## src/rtl/ctrl_pkg.sv

```systemverilog
// Shared RV32I control encodings: opcode classes, FSM states, datapath mux selects.
// Immediate generator imports the same opcode constants so decode stays consistent.
package ctrl_pkg;

  localparam logic [4:0] OPC_LOAD     = 5'b00000;
  localparam logic [4:0] OPC_MISC_MEM = 5'b00011;
  localparam logic [4:0] OPC_OP_IMM   = 5'b00100;
  localparam logic [4:0] OPC_AUIPC    = 5'b00101;
  localparam logic [4:0] OPC_STORE    = 5'b01000;
  localparam logic [4:0] OPC_OP       = 5'b01100;
  localparam logic [4:0] OPC_LUI      = 5'b01101;
  localparam logic [4:0] OPC_BRANCH   = 5'b11000;
  localparam logic [4:0] OPC_JALR     = 5'b11001;
  localparam logic [4:0] OPC_JAL      = 5'b11011;
  localparam logic [4:0] OPC_SYSTEM   = 5'b11100;

  typedef enum logic [2:0] {
    ST_FETCH  = 3'd0,
    ST_DECODE = 3'd1,
    ST_EXEC   = 3'd2,
    ST_MEM    = 3'd3,
    ST_WB     = 3'd4,
    ST_TRAP   = 3'd5
  } state_t;

  localparam logic [1:0] PC_PLUS4 = 2'd0;
  localparam logic [1:0] PC_IMM   = 2'd1;
  localparam logic [1:0] PC_JALR  = 2'd2;

  localparam logic [1:0] ALU_A_RS1  = 2'd0;
  localparam logic [1:0] ALU_A_PC   = 2'd1;
  localparam logic [1:0] ALU_A_ZERO = 2'd2;

  localparam logic [1:0] WB_ALU = 2'd0;
  localparam logic [1:0] WB_MEM = 2'd1;
  localparam logic [1:0] WB_PC4 = 2'd2;

  typedef struct packed {
    logic op;
    logic op_imm;
    logic load;
    logic store;
    logic branch;
    logic jal;
    logic jalr;
    logic lui;
    logic auipc;
    logic nop;
  } cls_t;

  function automatic logic [1:0] alu_a_of(input cls_t c);
    if (c.lui)   return ALU_A_ZERO;
    if (c.auipc) return ALU_A_PC;
    return ALU_A_RS1;
  endfunction

  function automatic logic alu_b_of(input cls_t c);
    return c.op_imm | c.load | c.store | c.lui | c.auipc;
  endfunction

endpackage

```

## src/rtl/ctrl_decode.sv

```systemverilog
// Combinational opcode classifier: inst -> one-hot class plus illegal flag.
// Illegal encodings are reported as the NOP class so the default build just skips them.
module ctrl_decode
  import ctrl_pkg::*;
(
  input  logic [31:0] inst,
  output cls_t        cls,
  output logic        illegal
);

  logic w_known;
  logic w_unused_inst;

  assign w_unused_inst = ^inst[31:7];

  always_comb begin
    cls     = '0;
    w_known = 1'b1;
    case (inst[6:2])
      OPC_OP:       cls.op     = 1'b1;
      OPC_OP_IMM:   cls.op_imm = 1'b1;
      OPC_LOAD:     cls.load   = 1'b1;
      OPC_STORE:    cls.store  = 1'b1;
      OPC_BRANCH:   cls.branch = 1'b1;
      OPC_JAL:      cls.jal    = 1'b1;
      OPC_JALR:     cls.jalr   = 1'b1;
      OPC_LUI:      cls.lui    = 1'b1;
      OPC_AUIPC:    cls.auipc  = 1'b1;
      OPC_MISC_MEM,
      OPC_SYSTEM:   cls.nop    = 1'b1;
      default:      w_known    = 1'b0;
    endcase
    illegal = !w_known || (inst[1:0] != 2'b11);
    if (illegal) begin
      cls     = '0;
      cls.nop = 1'b1;
    end
  end

endmodule

```

## src/rtl/multicycle_ctrl.sv

```systemverilog
// RV32I multi-cycle sequencer: 3 (branch/nop), 4, or 5 (load) cycles per instruction, +1 per memory wait.
// FETCH/MEM hold mem_req until mem_ready; MULTICYCLE_CTRL_TRAP_EN parks illegal instructions in TRAP.
module multicycle_ctrl
  import ctrl_pkg::*;
(
  input  logic        clk,
  input  logic        rst,
  input  logic [31:0] inst,
  input  logic        br_taken,
  input  logic        mem_ready,
  output logic        mem_req,
  output logic        mem_we,
  output logic        mem_addr_sel,
  output logic        ir_we,
  output logic        pc_we,
  output logic [1:0]  pc_sel,
  output logic [1:0]  alu_a_sel,
  output logic        alu_b_sel,
  output logic        reg_we,
  output logic [1:0]  wb_sel,
  output logic        retire,
  output logic        trap,
  output logic [2:0]  state
);

  state_t r_state;
  state_t w_nxt;
  cls_t   w_cls;
  logic   w_illegal;

  ctrl_decode u_decode (
    .inst    (inst),
    .cls     (w_cls),
    .illegal (w_illegal)
  );

`ifndef MULTICYCLE_CTRL_TRAP_EN
  logic w_unused_illegal;
  assign w_unused_illegal = w_illegal;
`endif

  always_ff @(posedge clk) begin
    if (rst) r_state <= ST_FETCH;
    else     r_state <= w_nxt;
  end

  assign state = rst ? 3'(ST_FETCH) : 3'(r_state);

  always_comb begin
    w_nxt        = r_state;
    mem_req      = 1'b0;
    mem_we       = 1'b0;
    mem_addr_sel = 1'b0;
    ir_we        = 1'b0;
    pc_we        = 1'b0;
    pc_sel       = PC_PLUS4;
    alu_a_sel    = ALU_A_RS1;
    alu_b_sel    = 1'b0;
    reg_we       = 1'b0;
    wb_sel       = WB_ALU;
    retire       = 1'b0;
    trap         = 1'b0;
    case (r_state)
      ST_FETCH: begin
        mem_req = 1'b1;
        if (mem_ready) begin
          ir_we = 1'b1;
          w_nxt = ST_DECODE;
        end
      end
      ST_DECODE: begin
        w_nxt = ST_EXEC;
`ifdef MULTICYCLE_CTRL_TRAP_EN
        if (w_illegal) w_nxt = ST_TRAP;
`endif
      end
      ST_EXEC: begin
        alu_a_sel = alu_a_of(w_cls);
        alu_b_sel = alu_b_of(w_cls);
        if (w_cls.branch || w_cls.nop) begin
          pc_we  = 1'b1;
          pc_sel = (w_cls.branch && br_taken) ? PC_IMM : PC_PLUS4;
          retire = 1'b1;
          w_nxt  = ST_FETCH;
        end else if (w_cls.load || w_cls.store) begin
          w_nxt = ST_MEM;
        end else begin
          w_nxt = ST_WB;
        end
      end
      ST_MEM: begin
        mem_req      = 1'b1;
        mem_addr_sel = 1'b1;
        mem_we       = w_cls.store;
        if (mem_ready) begin
          if (w_cls.store) begin
            pc_we  = 1'b1;
            retire = 1'b1;
            w_nxt  = ST_FETCH;
          end else begin
            w_nxt = ST_WB;
          end
        end
      end
      ST_WB: begin
        // ALU selects stay at their EXEC values so the result is still valid here
        alu_a_sel = alu_a_of(w_cls);
        alu_b_sel = alu_b_of(w_cls);
        reg_we    = 1'b1;
        pc_we     = 1'b1;
        retire    = 1'b1;
        wb_sel    = w_cls.load ? WB_MEM : ((w_cls.jal || w_cls.jalr) ? WB_PC4 : WB_ALU);
        pc_sel    = w_cls.jal ? PC_IMM : (w_cls.jalr ? PC_JALR : PC_PLUS4);
        w_nxt     = ST_FETCH;
      end
`ifdef MULTICYCLE_CTRL_TRAP_EN
      ST_TRAP: begin
        trap = 1'b1;
      end
`endif
      default: w_nxt = ST_FETCH;
    endcase
    if (rst) begin
      mem_req      = 1'b0;
      mem_we       = 1'b0;
      mem_addr_sel = 1'b0;
      ir_we        = 1'b0;
      pc_we        = 1'b0;
      pc_sel       = PC_PLUS4;
      alu_a_sel    = ALU_A_RS1;
      alu_b_sel    = 1'b0;
      reg_we       = 1'b0;
      wb_sel       = WB_ALU;
      retire       = 1'b0;
      trap         = 1'b0;
    end
  end

endmodule
```

## config.mk

```make
export PLATFORM = sky130hd
export DESIGN_NAME = multicycle_ctrl
export DESIGN_NICKNAME = d
export VERILOG_FILES = /design/src/rtl/ctrl_pkg.sv /design/src/rtl/ctrl_decode.sv /design/src/rtl/multicycle_ctrl.sv
export SDC_FILE = /design/constraint.sdc
export NUM_CORES = 1
export LEC_CHECK = 0
export CAP_MARGIN = 20
export CELL_PAD_IN_SITES_DETAIL_PLACEMENT = 0
export CELL_PAD_IN_SITES_GLOBAL_PLACEMENT = 1
export CORE_MARGIN = 2
export CORE_UTILIZATION = 17
export CTS_CLUSTER_SIZE = 12
export DETAILED_ROUTE_END_ITERATION = 8
export GPL_ROUTABILITY_DRIVEN = 1
export PLACE_DENSITY = 0.87
export SYNTH_ARGS = -nofsm -noshare
export SYNTH_HDL_FRONTEND = slang
export SYNTH_SLANG_ARGS = --single-unit
```

## constraint.sdc

```tcl
create_clock -name clk -period 1.85 [get_ports clk]
set_clock_uncertainty 0.05 [all_clocks]
set_input_delay 0.185 -clock clk [delete_from_list [all_inputs] [get_ports clk]]
set_output_delay 0.185 -clock clk [all_outputs]
set_load 0.02 [all_outputs]
```

Word level (Yosys, flattened, before mapping) --
Cells that the tools add are included.
Word-level totals: register bits 3, bits in latches 0, RAM bits 0, memory bits (read-only) 0, input port bits 36, output and inout bits 18, logic and storage cells 97, memories kept 0
Operators by class: add/sub/neg operators 0, $mul 0, div/mod/pow operators 0, $lt $le $gt $ge 0, eq/ne operators 17, shift-type cells 0, multiplexer cells 62, bitwise operators 4, reduce and logical (&&, ||, !) cells 13
Operators by type and width (count):
- two-way mux 1 bit | 37
- two-way mux 2 bit | 14
- equality test 5 bit, second input constant | 4
- two-way mux 3 bit | 6
- equality test 5 x 4 -> 1 bit, second input constant | 3
- one-hot mux 3 bit (4 select lines) | 1
- OR reduction 11 bit | 1
- equality test 5 x 3 -> 1 bit, second input constant | 2
- two-way mux 9 bit | 1
- one-hot mux 2 bit (2 select lines) | 2
- equality test 3 x 2 -> 1 bit, second input constant | 2
- inequality test 2 bit, second input constant | 3
- OR reduction 2 bit | 3
- equality test 5 x 2 -> 1 bit, second input constant | 1
- zero test 5 bit | 1
- logical OR 1 bit | 4
- bitwise OR 1 bit | 4
- equality test 3 x 1 -> 1 bit, second input constant | 1
- equality test 3 bit, second input constant | 1
- zero test 3 bit | 1
- one-hot mux 1 bit (3 select lines) | 1
- AND reduction 2 bit | 1
- logical AND 1 bit | 1
- zero test 1 bit | 1

Longest topological paths before layout --
word-level depth 14, mapped depth 6, depth with buffers taken out 5

Cells and area by module --
Synthesis repeated with hierarchy kept, for this count alone.
Unflattened totals: cells, all modules 79, area, all modules 608.1 um2
By module, submodules not included:
- multicycle_ctrl | instances 1, cells each 49, area each 385.4 um2, seq. area each 60.1 um2
- ctrl_decode | instances 1, cells each 30, area each 222.7 um2, seq. area each 0.0 um2

Worst setup path after synthesis --
OpenSTA, ideal clock, no wires.
kind register to output, from register r_state[1], to output retire, data arrival time 2018 ps, slack -403 ps, stages on the path, launching flop included 7, path buffers 2, path through dfxtp_1 buf_6 nor2b_1 and3b_1 and3_1 o2bb2ai_1 buf_4
On the way: longest elaborated chain between the ends 3
RTL lines:
- from (decl) | RTL line multicycle_ctrl.sv:26 | state_t r_state;
- from (signal assigned) | RTL line multicycle_ctrl.sv:44 | else r_state <= w_nxt;
- equality test 3 bit / equality test 3 x 2 -> 1 bit (equally long branches)
- one-hot mux 1 bit (3 select lines) *
- two-way mux 1 bit *
- to (decl) | RTL line multicycle_ctrl.sv:21 | output logic retire,
Mark *: on every way between the ends. The rest lies on a longest branch, timed or not.

Final worst setup path --
from register r_state[2], to output alu_a_sel[1]
On the way: longest elaborated chain between the ends 3
RTL lines:
- equality test 3 bit / equality test 3 x 2 -> 1 bit (equally long branches) | RTL line multicycle_ctrl.sv:63 | case (r_state)
- one-hot mux 2 bit (2 select lines) * | RTL line multicycle_ctrl.sv:63
- two-way mux 2 bit * | RTL line multicycle_ctrl.sv:123 | if (rst) begin
- to (decl) | RTL line multicycle_ctrl.sv:17 | output logic [1:0] alu_a_sel,
Marks and branches as above.

==> results.json <==
{
  "outcome": "finished clean",
  "numCtsBuffers": 3,
  "fin_cells": 166,
  "synth_common_cells": "6 x nand2_1, 6 x nor2_1, 4 x buf_4, 4 x nor2b_1, 4 x nor3_1",
  "path_cells": "nor2b_4, o21ai_2, or4_4, nor2_1, buf_4",
  "grt_max_degree": 10,
  "maxSlewViolCount": 0,
  "syn-num-nets": 112,
  "initialDrtViolationCount": 11,
  "clock.fmax_mhz": 543,
  "layout-drive-gt1-share_pct": 50.4,
  "finish.net_count": 170,
  "crit_buf_inv": 1,
  "synth_area_per_cell_um2": 6.90,
  "crit_family": "simple AND/OR/NAND/NOR gates",
  "dpl_worst_slack_ns": -0.624,
  "arrival_ns": 1.61,
  "die-area_mm2": 0.00354,
  "cts.sinks": 3,
  "ys_ff_latch": 3,
  "setup-tns-final_ns": 0,
  "synth_edf_count": 0,
  "slowest_delay_ns": 0.52,
  "setup_viol": 0,
  "route.vias.total": 766,
  "min_period_ns": 1.84,
  "cp-end-kind": "output pin",
  "viasPerCell": 4.61,
  "boundaryPins": 54,
  "crit_required_ns": 1.62,
  "synth_area_leaders": "dfxtp_1 11%, buf_4 5.7%, nor2b_1 4.8%",
  "critPathMaxFanout": 3,
  "routedWlPerCell_um": 12.4,
  "clkTransAtPathRegs_ns": 0.04,
  "synthCells": 76,
  "detail-route-antenna-nets": 0,
  "die_h_um": 59.5,
  "clk_latency_ns": 0.23,
  "p_per_area_mw_per_mm2": 319,
  "p_leak_nw": 0.516,
  "fin_crit_sh_pct": 99.6,
  "dp_cells": 161,
  "largest_reg_flops": 3,
  "top_regs": "r_state (3)",
  "critPathLaunchType": "flop",
  "cts_max_path_buffers": 2,
  "wirelength_um": 2050,
  "grt_setup_unrepaired": "yes",
  "async_reset_ff_share_pct": 0,
  "root_buffer": "clkbuf_4",
  "fin_util_pct": 36.0,
  "start_util_pct": 17.5,
  "grt_overflow": 0,
  "hold_viol": 0,
  "grt_pass1_vias": 767,
  "route.detailed.drc": 0,
  "hp-class": "in -> reg",
  "vdd.ir_drop.worst_mv": 0.163,
  "synth_top_cell_area_share_pct": 11.5,
  "grt.total_usage_pct": 11.9,
  "gp_congestion": 0.832,
  "dp_hpwl_um": 1630,
  "cts_tree": "done",
  "setup_ws_ns": 0.00786,
  "ys.flop_type": "dfxtp_1",
  "port_buffers": 27,
  "largest-register": "r_state",
  "fp.dieW_um": 59.5,
  "num_rows": 20,
  "area_delta_synth_final_pct": 106,
  "antenna_found_initial": 0,
  "core_mm2": 0.00300,
  "synth_cell_types": 41,
  "cts.htree.levels": 1,
  "first_pass_iters": 4,
  "critPathKind": "reg -> out",
  "drv_cap": 0,
  "yosys_warnings": 0,
  "grt_first_pass_wirelength_um": 3240,
  "diodes": 0,
  "ys_seq_area_share_pct": 11.5,
  "ctsHoldBuffers": 0,
  "synth_top_area_cell": "dfxtp_1",
  "syn_area_um2": 524,
  "critPathSlowestCell": "or4_4"
}
==> cell families after synthesis <==
family,count (synthesis),synth area share (%)
other,1,0.715
AOI/OAI and AO/OA,15,20.5
buffers and inverters,12,13.4
and+or+nand+nor,44,52.3
xor gates and xnor gates,1,1.67
DFF,3,11.5
==> through the flow <==
stage	hold slack [ns]	power, mW	cell area (um^2)
finish	0.422	0.345	1080
global route	0.444	0.365	1080
CTS	0.418	0.345	1080
detailed placement	0.675	0.228	1040
global placement	0.655	0.224	1040
floorplan	0.340	0.140	539
==> placed cells by master, fill, tap and decap left out, drive strengths merged, types with 2 or more instances in the layout <==
cell type      netlist  routed
a21oi                3       3
and3                 2       2
and3b                2       2
buf                  7      42
clkbuf               1       5
clkdlybuf4s50        0       6
dfxtp                3       3
dlygate4sd2          0      11
inv                  3       3
nand2                6       6
nand2b               2       2
nand3                2       2
nand3b               2       2
nand4                3       3
nor2                 7       7
nor2b                6       6
nor3                 4       4
nor4                 4       4
o21ai                4       4
==> area by class of cell <==
class	instances	area, um^2
Clock buffer	4	26.3
Fill cell	332	1920
Inverter	4	15.0
Multi-Input combinational cell	61	452
Sequential cell	3	65.1
Tap cell	33	41.3
Timing Repair Buffer	61	483
==> metal layers <==
metal | GRT usage [%] | up-vias | wire length [um]
li1 | - | 384 | -
met1 | 13.7 | 357 | 838
met2 | 22.0 | 23 | 1100
met3 | 2.84 | 2 | 107
met4 | 2.86 | 0 | 9
met5 | 0 | - | 0
==> report_power, final <==
| part | switching, mW | internal (mW) | leakage (nW) |
|---|---|---|---|
| clock | 0.0344 | 0.0809 | 0.0150 |
| combinational | 0.0772 | 0.0827 | 0.476 |
| sequential | 0.00272 | 0.0670 | 0.0258 |
==> worst register-to-register path: cells and delay by family, from the launching register on <==
kind | cells | cell delay [ns]
simple gates | 3 | 0.38
flops | 1 | 0.33
buf+inv | 1 | 0.16
compound gates | 1 | 0.25
==> final timing paths <==
check	slack [ns]	depth (start not counted)	startpoint	to
worst max register to register	0.60	5	r_state[2]$_SDFFE_PP0P_	r_state[2]$_SDFFE_PP0P_
worst min-delay path	0.42	3	rst	r_state[1]$_SDFFE_PP0P_
worst max-delay path	0.008	5	r_state[2]$_SDFFE_PP0P_	alu_a_sel[1]
worst min register to register	0.66	3	r_state[1]$_SDFFE_PP0P_	r_state[1]$_SDFFE_PP0P_
==> timing repair <==
| action | 4_1_cts | 5_1_grt |
|---|---|---|
| buffers inserted | 1 | 0 |
| setup endpoints to repair | 14 | 9 |
| gates resized for setup | 58 | 10 |
| pin swaps | 4 | 2 |
(Power assumes the default switching activity.)
